File: config.mk
export PLATFORM = sky130hd
export DESIGN_NAME = flit_buffer
export DESIGN_NICKNAME = d
export VERILOG_FILES = /design/src/rtl/flit_buffer.sv
export SDC_FILE = /design/constraint.sdc
export NUM_CORES = 1
export LEC_CHECK = 0
export CORE_MARGIN = 8
export CORE_UTILIZATION = 50
export CTS_BUF_LIST = sky130_fd_sc_hd__clkbuf_4
export DETAILED_ROUTE_END_ITERATION = 10
export DONT_BUFFER_PORTS = 1
export HOLD_SLACK_MARGIN = 0.1
export SLEW_MARGIN = 10
export SYNTH_ARGS = -nofsm -noshare
export SYNTH_HDL_FRONTEND = slang
export SYNTH_SLANG_ARGS = --single-unit
File: constraint.sdc
create_clock -name clk -period 4.1 [get_ports clk]
set_input_delay 0.615 -clock clk [delete_from_list [all_inputs] [get_ports clk]]
set_output_delay 0.615 -clock clk [all_outputs]
set_load 0.02 [all_outputs]
File: src/rtl/flit_buffer.sv
// flit_buffer
// Elastic flit FIFO between a traffic node's output and the next hop's input.
// Both sides use the same write/ready handshake. Well-formed packets pass
// through in order. Orphan body/tail flits are accepted but discarded, and
// err is flagged for them.
//
// Ports:
//   clk    - single clock, all state updates on the rising edge
//   a_rst  - asynchronous active-high reset
//   data_i - incoming flit {type[1:0], payload[DATA_SIZE-1:0]}
//   in_w   - upstream presents a valid flit
//   in_r   - buffer can accept a flit this cycle (depends only on stored state)
//   data_o - head-of-FIFO flit (first-word fall-through)
//   out_w  - data_o valid
//   out_r  - downstream accepts this cycle
//   count  - number of stored flits
//   err    - one-cycle pulse after an accepted flit that breaks framing
module flit_buffer #(
  parameter int DATA_SIZE = 4,
  parameter int DEPTH     = 4,
  parameter int CNT_W     = $clog2(DEPTH) + 1
) (
  input  logic                 clk,
  input  logic                 a_rst,
  input  logic [DATA_SIZE+1:0] data_i,
  input  logic                 in_w,
  output logic                 in_r,
  output logic [DATA_SIZE+1:0] data_o,
  output logic                 out_w,
  input  logic                 out_r,
  output logic [CNT_W-1:0]     count,
  output logic                 err
);

  localparam int PTR_W = $clog2(DEPTH);

  typedef enum logic {
    IDLE,
    IN_PKT
  } state_t;

  localparam logic [1:0] T_BODY   = 2'b00;
  localparam logic [1:0] T_HEAD   = 2'b01;
  localparam logic [1:0] T_TAIL   = 2'b10;
  localparam logic [1:0] T_SINGLE = 2'b11;

  logic [DATA_SIZE+1:0] r_mem [DEPTH];
  logic [PTR_W-1:0]     r_rd_ptr;
  logic [PTR_W-1:0]     r_wr_ptr;
  logic [CNT_W-1:0]     r_count;
  logic                 r_err;
  state_t               r_state;

  logic       w_accept;
  logic       w_write;
  logic       w_read;
  logic       w_err;
  logic [1:0] w_type;
  state_t     w_next_state;

  assign in_r   = (r_count != CNT_W'(DEPTH));
  assign out_w  = (r_count != '0);
  assign data_o = r_mem[r_rd_ptr];
  assign count  = r_count;
  assign err    = r_err;

  assign w_accept = in_w && in_r;
  assign w_read   = out_w && out_r;
  assign w_type   = data_i[DATA_SIZE+1:DATA_SIZE];

  // Framing checker: decides whether an accepted flit is stored and whether
  // it breaks packet framing. A head or single arriving inside a packet is
  // still stored, because it legitimately starts new traffic.
  always_comb begin
    w_write      = 1'b0;
    w_err        = 1'b0;
    w_next_state = r_state;
    if (w_accept) begin
      unique case (r_state)
        IDLE: begin
          unique case (w_type)
            T_HEAD: begin
              w_write      = 1'b1;
              w_next_state = IN_PKT;
            end
            T_SINGLE: w_write = 1'b1;
            default:  w_err   = 1'b1;
          endcase
        end
        IN_PKT: begin
          w_write = 1'b1;
          unique case (w_type)
            T_BODY: w_next_state = IN_PKT;
            T_TAIL: w_next_state = IDLE;
            T_HEAD: w_err        = 1'b1;
            default: begin
              w_err        = 1'b1;
              w_next_state = IDLE;
            end
          endcase
        end
        default: w_next_state = IDLE;
      endcase
    end
  end

  // Pointers, occupancy, framing state and the registered error pulse.
  // Pointers are log2(DEPTH) wide, so they wrap naturally.
  always_ff @(posedge clk or posedge a_rst) begin
    if (a_rst) begin
      r_rd_ptr <= '0;
      r_wr_ptr <= '0;
      r_count  <= '0;
      r_state  <= IDLE;
      r_err    <= 1'b0;
    end else begin
      if (w_write) r_wr_ptr <= r_wr_ptr + PTR_W'(1);
      if (w_read)  r_rd_ptr <= r_rd_ptr + PTR_W'(1);
      unique case ({w_write, w_read})
        2'b10:   r_count <= r_count + CNT_W'(1);
        2'b01:   r_count <= r_count - CNT_W'(1);
        default: r_count <= r_count;
      endcase
      r_state <= w_next_state;
      r_err   <= w_err;
    end
  end

  // Storage array is deliberately not reset; data_o is don't-care while empty.
  always_ff @(posedge clk) begin
    if (w_write) r_mem[r_wr_ptr] <= data_i;
  end

endmodule
==> summary.txt, run 1 <==
Power and ir drop
  • Pint: 728 uW
  • Logic pwr share: 29.2%
  • Sw Share: 34.2%
  • VDD IR max: 461 uV
  • Power, Total: 1110 uW
  • LEAKAGE: 0.000559 uW
  • Clk network pwr share: 21.2%
  • Seq pwr share: 49.6%
  • PD cells: 740 nW/um^2
  • Net Sw Power: 378 uW

Synthesis
  • Yosys Warn Count: 0
  • Synth Cell Area: 1400 um^2
  • Yosys reg bits: 33
  • Post-synthesis area per instance: 18.1 um^2
  • Cell count after synthesis: 77
  • Yosys cell types: 23
  • Seq/Total Area, Yosys: 67.7%
  • Mapped Nets: 93

Global route
  • Number of global-route vias before repair: 690
  • First-pass GRT wire length: 3440 um
  • Largest net degree at the start of global routing: 11
  • GRT Total Usage: 10.7%
  • Grt ovf: 0
  • Antenna violations before repair: 0

Critical path
  • WP data required: 4.35 ns
  • CP Class: reg -> reg
  • Crit path DAT: 2.77 ns
  • Worst-path fanout max: 7
  • Startpoint types: flip-flop
  • Worst Setup End Kind: flip-flop

Placed design
  • Routability cong.: 0.631
  • Input/output buffers: 0
  • Detail Placement HPWL: 1470 um

Floorplanning
  • Die H: 68.8 um
  • Die Footprint: 4740 um^2
  • IO Count: 22
  • Core area: 2710 um^2
  • Die X-Extent: 68.8 um
  • Initial Util: 51.5%
  • Row cnt: 19

Cells and area
  • Layout area overhead: 6.99%
  • Diodes inserted: 0
  • Fraction of layout cells with a size suffix above 1: 25.6%
  • Nets@finish: 97
  • Final core occ: 55.1%

CTS
  • Clock tree buffer depth: 2
  • CTS tree: yes
  • Worst-Skew Late Latency: 0.32 ns
  • Setup bufs post-CTS: 0
  • Hold-fix buffers, CTS: 0
  • Clock transition at path regs: 0.09 ns
  • CTS root buffer: clkbuf_4
  • H-tree levels: 2
  • # clock sinks: 33
  • CTS Buf Count: 5
  • Post-CTS Resized: 0

Run status
  • Status: finished, final reports clean

STA
  • Layout Skew: 0.00284 ns
  • Setup TNS: 0 ns
  • Hold_ws: 0.138 ns
  • Max-slew violations: 0
  • Slew HR: 68.4%
  • F_max: 0.397 GHz
  • Final Cycle Share: 61.4%
  • Final Setup Violations: 0
  • Min cycle time layout: 2.52 ns
  • Hold Violations, Final: 0
  • RSZ-0062 raised after global routing: false
  • Slew @ Worst Pin: 0.474 ns

Worst hold path
  • Worst min-delay path category: in -> async

Drt
  • Avg WL per Cell: 18.2 um
  • Vias: 623
  • Iteration-0 DRC count of the detailed router: 14
  • ANT nets after route: 0
  • DRC: 0
  • Via-to-Cell Ratio: 5.51
  • Drt pass-1 iters: 4
  • Routed wire length: 2060 um

Job
  • Max_cap viols: 0
[flip-flops by register name, indices dropped and copies added (netlist names)]
register / count
count: 3
err: 1
r_mem: 24
r_rd_ptr: 2
r_state: 1
r_wr_ptr: 2
[layout by cell type, fill, tap and decap left out, drive strengths merged]
cell and n:
and2 4, or3b 1, nand2 1, o211a 1, nor2 1, or3 1
o31a 1, ha 5, and3 1, fa 1, a31oi 2, mux2i 1
xnor2 4, clkbuf 6, clkinv 1, bufinv 1, mux4 6, xor2 3
inv 7, edfxtp 24, dfrtp 9, mux2 1
[power by group through the flow]
| stage | clock network [uW] | registers, uW | logic [uW] |
|---|---|---|---|
| 6_report | 235 | 548 | 323 |
| 5_1_grt | 260 | 563 | 361 |
| 4_1_cts | 242 | 552 | 331 |
| 3_5_place_dp | 0 | 560 | 329 |
| 3_3_place_gp | 0 | 557 | 326 |
| 2_1_floorplan | 0 | 508 | 329 |
[critical path, cell delays in order (launching register included)]
cell     delay [ns]
dfrtp_1        0.55
or3b_1         0.57
o211a_4        0.25
inv_1          0.07
ha_1           0.18
inv_1          0.06
fa_1           0.37
xor2_1         0.15
nor2_1         0.12
xor2_1         0.14
[routing by layer]
layer	GRT usage [%]	wire (um)	vias up	part of all wire, %
li1	-	-	288	-
met1	11.3	790	310	38
met2	16.2	1020	20	49
met3	6.30	202	5	9.8
met4	6.02	51	0	2.5
met5	0	0	-	0
[stage by stage]
step / area (um^2) / setup WS (ns) / instances
after global placement: 1420 / 1.63 / 105
after global routing: 1490 / 1.38 / 113
after floorplan: 1400 / 1.82 / 77
after detailed placement: 1420 / 1.57 / 105
after CTS: 1490 / 1.55 / 113
final: 1490 / 1.58 / 113
[kinds of logic after synthesis]
| logic type | share of synthesized area (%) |
|---|---|
| AOI/OAI and AO/OA | 2.87 |
| xor gates and xnor gates | 4.39 |
| adders and majority gates | 5.91 |
| buffers and inverters | 3.32 |
| DFF | 67.7 |
| muxes | 11.5 |
| and+or+nand+nor | 4.30 |
[final cells by class]
cell class / instances / area, um^2
clock buffer: 6 / 45.0
tap: 31 / 38.8
inverter: 7 / 26.3
multi-input combinational: 34 / 404
clock inverter: 2 / 33.8
fill: 238 / 1220
sequential: 33 / 946
[final timing paths]
path	from	end	slack [ns]	cells past startpoint
setup reg to reg	count[2]$_DFFE_PP0P_	count[2]$_DFFE_PP0P_	1.58	9
min in group clk	in_w	r_state$_DFFE_PP0P_	0.38	1
hold reg to reg	r_wr_ptr[1]$_DFFE_PP0P_	r_wr_ptr[1]$_DFFE_PP0P_	0.60	1
max in group asynchronous	a_rst	r_wr_ptr[0]$_DFFE_PP0P_	3.70	1
hold / removal	a_rst	r_state$_DFFE_PP0P_	0.14	1
setup / recovery	count[2]$_DFFE_PP0P_	count[2]$_DFFE_PP0P_	1.58	9
[cell usage after synthesis]
cell type  count  area [um^2]
buf_2          1         5.00
xor2_1         3         26.3
nand2_1        1         3.75
or3b_1         1         8.76
and2_2         3         22.5
buf_1          1         3.75
mux2_4         1         15.0
buf_6          1         11.3
or3_2          1         7.51
xnor2_1        4         35.0
mux4_2         6          135
a31oi_1        2         12.5
mux2i_1        1         10.0
fa_1           1         20.0
inv_1          7         26.3
ha_1           5         62.6
o211a_4        1         17.5
dfrtp_1        9          225
and3_2         1         7.51
nor2_1         1         3.75
and2_1         1         6.26
o31a_2         1         10.0
edfxtp_1      24          721
Note: power is estimated with default switching activity, not from simulation.
==> inputs of run 2 (changes only) <==
clock period = 2.5 ns   (was 4.1 ns; I/O delays follow)
==> run 2 against run 1 <==
Effect of this change:
- clock skew up 0.0034 ns
- critical path type unchanged
- wire length down 0.24%
- via count up 0.80%
- largest cell class unchanged
- largest power group unchanged
- global-route usage down 0.32 points
- core utilization up 0.78 points
- register-to-register slack worse by 1.2 ns
- die area unchanged
- power up 61%
- flip-flop and latch count unchanged
==> summary.txt, run 2 (same netlist as run 1, synthesis figures left out) <==
Critical path
  • Slowest stage delay, CP: 0.41 ns (was 0.57 ns)
  • Slowest CP cell: or3b_1 (unchanged)
  • Worst Setup End Kind: flip-flop (unchanged)
  • WP data required: 2.76 ns (was 4.35 ns)
  • Worst-path fanout max: 7 (unchanged)
  • Startpoint types: flip-flop (unchanged)
  • Crit path DAT: 2.37 ns (was 2.77 ns)
  • Critical path cell sequence: or3b_1 -> o211a_4 -> inv_1 -> ha_1 -> inv_1 -> fa_1 -> xor2_1 -> nor2_1 -> xor2_1 (unchanged)
  • CP Class: reg -> reg (unchanged)

Cells and area
  • Nets@finish: 102 (was 97)
  • Layout area overhead: 8.51% (was 6.99%)
  • Fraction of layout cells with a size suffix above 1: 29.9% (was 25.6%)
  • Diodes inserted: 0 (unchanged)
  • Top reg by flops: r_mem (unchanged)
  • Commonest non-fill, non-tap cell in the layout: edfxtp_1 (unchanged)
  • Commonest cells after routing, fill and taps aside: 24 x edfxtp_1, 9 x dfrtp_1, 8 x clkbuf_4, 7 x inv_1, 6 x mux4_2 (was 24 x edfxtp_1, 9 x dfrtp_1, 7 x inv_1, 6 x mux4_2, 6 x clkbuf_4)
  • Design area: 1520 um^2 (was 1490 um^2)
  • Max reg flops: 24 (unchanged)
  • Fill cells: 220 (was 238)

STA
  • RSZ-0062 raised after global routing: false (unchanged)
  • Max-slew violations: 0 (unchanged)
  • F_max: 0.473 GHz (was 0.397 GHz)
  • Layout Skew: 0.00622 ns (was 0.00284 ns)
  • Final Cycle Share: 84.5% (was 61.4%)
  • Hold Violations, Final: 0 (unchanged)
  • Slew @ Worst Pin: 0.468 ns (was 0.474 ns)
  • Min cycle time layout: 2.11 ns (was 2.52 ns)
  • Slew HR: 68.8% (was 68.4%)
  • Setup TNS: 0 ns (unchanged)
  • Final Setup Violations: 0 (unchanged)
  • Hold_ws: 0.140 ns (was 0.138 ns)

Job
  • Max_cap viols: 0 (unchanged)

CTS
  • Post-CTS Resized: 0 (unchanged)
  • CTS tree: yes (unchanged)
  • CTS Buf Count: 5 (unchanged)
  • CTS root buffer: clkbuf_4 (unchanged)
  • Clock transition at path regs: 0.09 ns (about the same)
  • # clock sinks: 33 (unchanged)
  • Setup bufs post-CTS: 0 (unchanged)
  • Worst-Skew Late Latency: 0.32 ns (about the same)
  • H-tree levels: 2 (unchanged)
  • Hold-fix buffers, CTS: 1 (was 0)
  • Clock tree buffer depth: 2 (unchanged)

Placed design
  • Routability cong.: 0.715 (was 0.631)
  • Detail Placement HPWL: 1480 um (was 1470 um)
  • Dpl cell area: 1450 um^2 (was 1420 um^2)
  • Input/output buffers: 0 (unchanged)

Floorplanning
  • Initial Util: 51.5% (unchanged)
  • Die Footprint: 4740 um^2 (unchanged)
  • IO Count: 22 (unchanged)
  • Core area: 2710 um^2 (unchanged)
  • Row cnt: 19 (unchanged)
  • Die X-Extent: 68.8 um (unchanged)
  • Die H: 68.8 um (unchanged)

Global route
  • Antenna violations before repair: 0 (unchanged)
  • Grt ovf: 0 (unchanged)
  • First-pass GRT wire length: 3280 um (was 3440 um)
  • Largest net degree at the start of global routing: 10 (was 11)
  • Number of global-route vias before repair: 665 (was 690)
  • GRT Total Usage: 10.3% (was 10.7%)

Drt
  • Iteration-0 DRC count of the detailed router: 14 (unchanged)
  • Routed wire length: 2060 um (about the same)
  • ANT nets after route: 0 (unchanged)
  • Via-to-Cell Ratio: 5.32 (was 5.51)
  • Avg WL per Cell: 17.4 um (was 18.2 um)
  • Vias: 628 (was 623)
  • DRC: 0 (unchanged)
  • Drt pass-1 iters: 3 (was 4)

Worst hold path
  • Worst min-delay path category: in -> reg (was in -> async)

Power and ir drop
  • LEAKAGE: 0.000575 uW (was 0.000559 uW)
  • VDD IR max: 736 uV (was 461 uV)
  • PD cells: 1170 nW/um^2 (was 740 nW/um^2)

Run status
  • Status: finished, final reports clean (unchanged)
run 2: changes by cell type in the layout (fill, tap and decap cells not counted), sizes merged:
cell	delta
bufinv	-1
dlygate4sd3	+1
clkinv	-1
buf	+4
clkbuf	+2
run 2: per-stage QoR:
stage               utilization, %  instances  total power [uW]  setup WS (ns)
global placement              53.3        109              1500          0.417
floorplan                        -         77              1370          0.219
global route                  55.9        118              1910          0.238
detailed placement            53.3        109              1510          0.393
CTS                           55.9        118              1810          0.369
finish                        55.9        118              1780          0.387
run 2: path summary, 6_finish.rpt:
path	cells past startpoint	slack, ns	start	end
hold reg to reg	1	0.59	r_wr_ptr[1]$_DFFE_PP0P_	r_wr_ptr[1]$_DFFE_PP0P_
setup / recovery	9	0.39	count[0]$_DFFE_PP0P_	count[2]$_DFFE_PP0P_
hold / removal	1	0.14	in_w	r_state$_DFFE_PP0P_
min in group asynchronous	2	0.45	a_rst	count[2]$_DFFE_PP0P_
max in group asynchronous	2	1.78	a_rst	err$_DFF_PP0_
setup reg to reg	9	0.39	count[0]$_DFFE_PP0P_	count[2]$_DFFE_PP0P_
run 2: final cells by class:
type / count / area (um^2) / area share, %
clock buffers: 8 / 60.1 / 3.96
inverters: 7 / 26.3 / 1.73
multi-input cells: 34 / 404 / 26.7
flip-flops and latches: 33 / 946 / 62.4
well taps: 31 / 38.8 / 2.56
repair buffers: 5 / 40.0 / 2.64
run 2: metal layers:
metal  global-route usage, %  share of wire, %  vias to the layer above
met2                    16.3                50                       20
met4                    6.02               2.1                        0
met3                    6.79               9.5                        4
li1                        -                 -                      296
met1                    9.94                38                      308
met5                       0                 0                        -
run 2: power by group:
| part | leakage, uW | switching [uW] | total, uW | internal (uW) |
|---|---|---|---|---|
| clock | 0.0000368 | 156 | 300 | 144 |
| combinational | 0.000213 | 350 | 640 | 290 |
| sequential | 0.000325 | 111 | 839 | 728 |
| total | 0.000575 | 617 | 1780 | 1160 |
run 2: worst max-delay path: cells and delay by family (launching register included):
family                     cells  cell delay, ns
adders and majority gates      2            0.54
and+or+nand+nor                2            0.52
AOI/OAI and AO/OA              1            0.19
buffers and inverters          2            0.12
xor gates and xnor gates       2            0.29
DFF                            1            0.38
==> inputs of run 3 (changes only) <==
PLACE_DENSITY = 0.68   (was default)
clock period = 1.9 ns   (was 2.5 ns; I/O delays follow)
==> run 3 against run 2 <==
Effect of this change:
- non-clock buffer count grew 10
- via count grew 7.3%
- the run now ends with negative setup slack left
- sequential power grew 33%
- hold slack lost 0.0089 ns
- cell area grew 8.9%
- largest power group unchanged
- critical path type unchanged
- largest cell class unchanged
==> summary.txt, run 3 (same netlist as run 1, synthesis figures left out) <==
Floorplanning
  • Die Footprint: 4740 um^2 (unchanged)
  • Row cnt: 19 (unchanged)
  • Core area: 2710 um^2 (unchanged)
  • Die H: 68.8 um (unchanged)
  • Initial Util: 51.5% (unchanged)
  • IO Count: 22 (unchanged)
  • Die X-Extent: 68.8 um (unchanged)

Drt
  • DRC: 0 (unchanged)
  • Drt pass-1 iters: 4 (was 3)
  • Iteration-0 DRC count of the detailed router: 17 (was 14)
  • Avg WL per Cell: 17.1 um (was 17.4 um)
  • Routed wire length: 2190 um (was 2060 um)
  • ANT nets after route: 0 (unchanged)
  • Via-to-Cell Ratio: 5.27 (was 5.32)
  • Vias: 674 (was 628)

Worst hold path
  • Worst min-delay path category: in -> reg (unchanged)
  • Hold Path Origin: in_w (unchanged)
  • Worst hold endpoint: err$_DFF_PP0_ (was r_state$_DFFE_PP0P_)
  • Hold Path Stages: 1 (unchanged)

Power and ir drop
  • VDD IR max: 967 uV (was 736 uV)
  • LEAKAGE: 0.000624 uW (was 0.000575 uW)
  • PD cells: 1550 nW/um^2 (was 1170 nW/um^2)
  • Power, Total: 2550 uW (was 1780 uW)

Critical path
  • Crit path DAT: 2.23 ns (was 2.37 ns)
  • WP data required: 2.14 ns (was 2.76 ns)
  • Worst Setup End Kind: flip-flop (unchanged)
  • FF-to-FF path depth: 9 (unchanged)
  • Worst-path fanout max: 2 (was 7)
  • RR Startpoint: count[1]$_DFFE_PP0P_ (was count[0]$_DFFE_PP0P_)
  • CP Class: reg -> reg (unchanged)
  • Startpoint types: flip-flop (unchanged)
  • Reg2reg end: count[2]$_DFFE_PP0P_ (unchanged)
  • Reg2Reg Setup Slack: -0.08 ns (was 0.39 ns)

STA
  • RSZ-0062 raised after global routing: true (was false)
  • Setup ws final: -0.0837 ns (was 0.387 ns)
  • Max-slew violations: 0 (unchanged)
  • Hold Violations, Final: 0 (unchanged)
  • Layout Skew: 0.00876 ns (was 0.00622 ns)
  • F_max: 0.504 GHz (was 0.473 GHz)
  • Final Cycle Share: 104% (was 84.5%)
  • Final Setup Violations: 1 (was 0)
  • Slew @ Worst Pin: 0.373 ns (was 0.468 ns)
  • Slew HR: 75.1% (was 68.8%)
  • Min cycle time layout: 1.98 ns (was 2.11 ns)

Cells and area
  • Max reg flops: 24 (unchanged)
  • Multi-input gate area: 422 um^2 (was 404 um^2)
  • Layout area overhead: 18.2% (was 8.51%)
  • Nets@finish: 112 (was 102)
  • Design area: 1650 um^2 (was 1520 um^2)
  • Fraction of layout cells with a size suffix above 1: 39.2% (was 29.9%)
  • Commonest cells after routing, fill and taps aside: 24 x edfxtp_1, 8 x dlygate4sd3_1, 7 x buf_4, 6 x mux4_2, 6 x clkbuf_4 (was 24 x edfxtp_1, 9 x dfrtp_1, 8 x clkbuf_4, 7 x inv_1, 6 x mux4_2)
  • Fill cells: 208 (was 220)
  • Top reg by flops: r_mem (unchanged)
  • Diodes inserted: 0 (unchanged)
  • Commonest non-fill, non-tap cell in the layout: edfxtp_1 (unchanged)
  • Reg area: 951 um^2 (was 946 um^2)

CTS
  • Clock transition at path regs: 0.09 ns (about the same)
  • # clock sinks: 33 (unchanged)
  • CTS Buf Count: 5 (unchanged)
  • H-tree levels: 2 (unchanged)
  • Worst-Skew Late Latency: 0.33 ns (was 0.32 ns)
  • CTS root buffer: clkbuf_4 (unchanged)
  • Clock tree buffer depth: 2 (unchanged)
  • CTS tree: yes (unchanged)

Run status
  • Failing checks: negative setup slack
  • Status: finished with violations (was finished, final reports clean)

Job
  • Max_cap viols: 0 (unchanged)

Global route
  • Grt ovf: 0 (unchanged)
  • GRT Total Usage: 10.7% (was 10.3%)
  • Largest net degree at the start of global routing: 12 (was 10)
  • First-pass GRT wire length: 3610 um (was 3280 um)
  • Antenna violations before repair: 0 (unchanged)
  • Number of global-route vias before repair: 736 (was 665)

Placed design
  • Routability cong.: 0.692 (was 0.715)
  • Dpl cell area: 1480 um^2 (was 1450 um^2)
  • Detail Placement HPWL: 1540 um (was 1480 um)
  • Input/output buffers: 0 (unchanged)
## run 3: cell count changes in the layout (fill, tap and decap cells not counted), moves of 2 or more
cell	change
dfrtp_2	+4
buf_4	+3
inv_1	-2
dfrtp_1	-4
clkbuf_4	-2
dlygate4sd3_1	+7
inv_2	+2
## run 3: worst max-delay path: stages (launching register included)
cell and delay (ns):
dfrtp_2 0.41, or3b_4 0.40, o211a_4 0.15, inv_2 0.06, ha_4 0.12, inv_2 0.03
fa_2 0.33, xor2_1 0.14, nor2_1 0.11, xor2_1 0.15
## run 3: area by class of cell
cell class / count / share of cell area, %
Clock inverter: 2 / 2.12
Multi-Input combinational cell: 34 / 25.5
Clock buffer: 6 / 2.73
Sequential cell: 33 / 57.6
Timing Repair Buffer: 15 / 8.04
Inverter: 7 / 1.59
Tap cell: 31 / 2.35
## run 3: how the worst max path moves through the flow
stage / slack, ns / from / depth (start not counted) / end
after floorplan: -0.25 / count[1]$_DFFE_PP0P_ / 10 / count[2]$_DFFE_PP0P_
after CTS: -0.10 / count[1]$_DFFE_PP0P_ / 9 / count[2]$_DFFE_PP0P_
after detailed placement: -0.10 / count[1]$_DFFE_PP0P_ / 9 / count[2]$_DFFE_PP0P_
after global placement: -0.06 / count[1]$_DFFE_PP0P_ / 9 / count[2]$_DFFE_PP0P_
final: -0.08 / count[1]$_DFFE_PP0P_ / 9 / count[2]$_DFFE_PP0P_
after global routing: -0.21 / count[1]$_DFFE_PP0P_ / 9 / count[2]$_DFFE_PP0P_
## run 3: repair_timing
action / in CTS / in global routing
setup endpoints to repair: 7 / 2
hold endpoints to repair: 34 / 0
hold buffers: 8 / 0
pin swaps: 2 / 0
setup buffers: 0 / 1
resized for setup: 2 / 0
## run 3: power breakdown
| part | switching, uW | internal, uW | leakage (uW) |
|---|---|---|---|
| sequential | 151 | 966 | 0.000321 |
| clock | 227 | 290 | 0.0000456 |
| combinational | 480 | 437 | 0.000257 |
## run 3: metrics by stage
| step | utilization (%) | TNS, ns | hold WS [ns] | setup slack (ns) | std cells |
|---|---|---|---|---|---|
| after floorplan | - | -0.388 | 0.113 | -0.252 | 77 |
| after global placement | 54.6 | -0.0553 | 0.159 | -0.0553 | 111 |
| after detailed placement | 54.6 | -0.102 | 0.178 | -0.102 | 111 |
| after CTS | 60.6 | -0.103 | 0.115 | -0.103 | 127 |
| after global routing | 60.9 | -0.218 | 0.107 | -0.207 | 128 |
| final | 60.9 | -0.0837 | 0.131 | -0.0837 | 128 |
## run 3: layer usage
layer | wire length, um | GRT usage, % | vias to the layer above | share of wire [%]
li1 | - | - | 319 | -
met1 | 914 | 12.3 | 338 | 42
met2 | 1120 | 17.4 | 13 | 51
met3 | 131 | 4.04 | 4 | 6.0
met4 | 27 | 4.51 | 0 | 1.2
met5 | 0 | 0 | - | 0
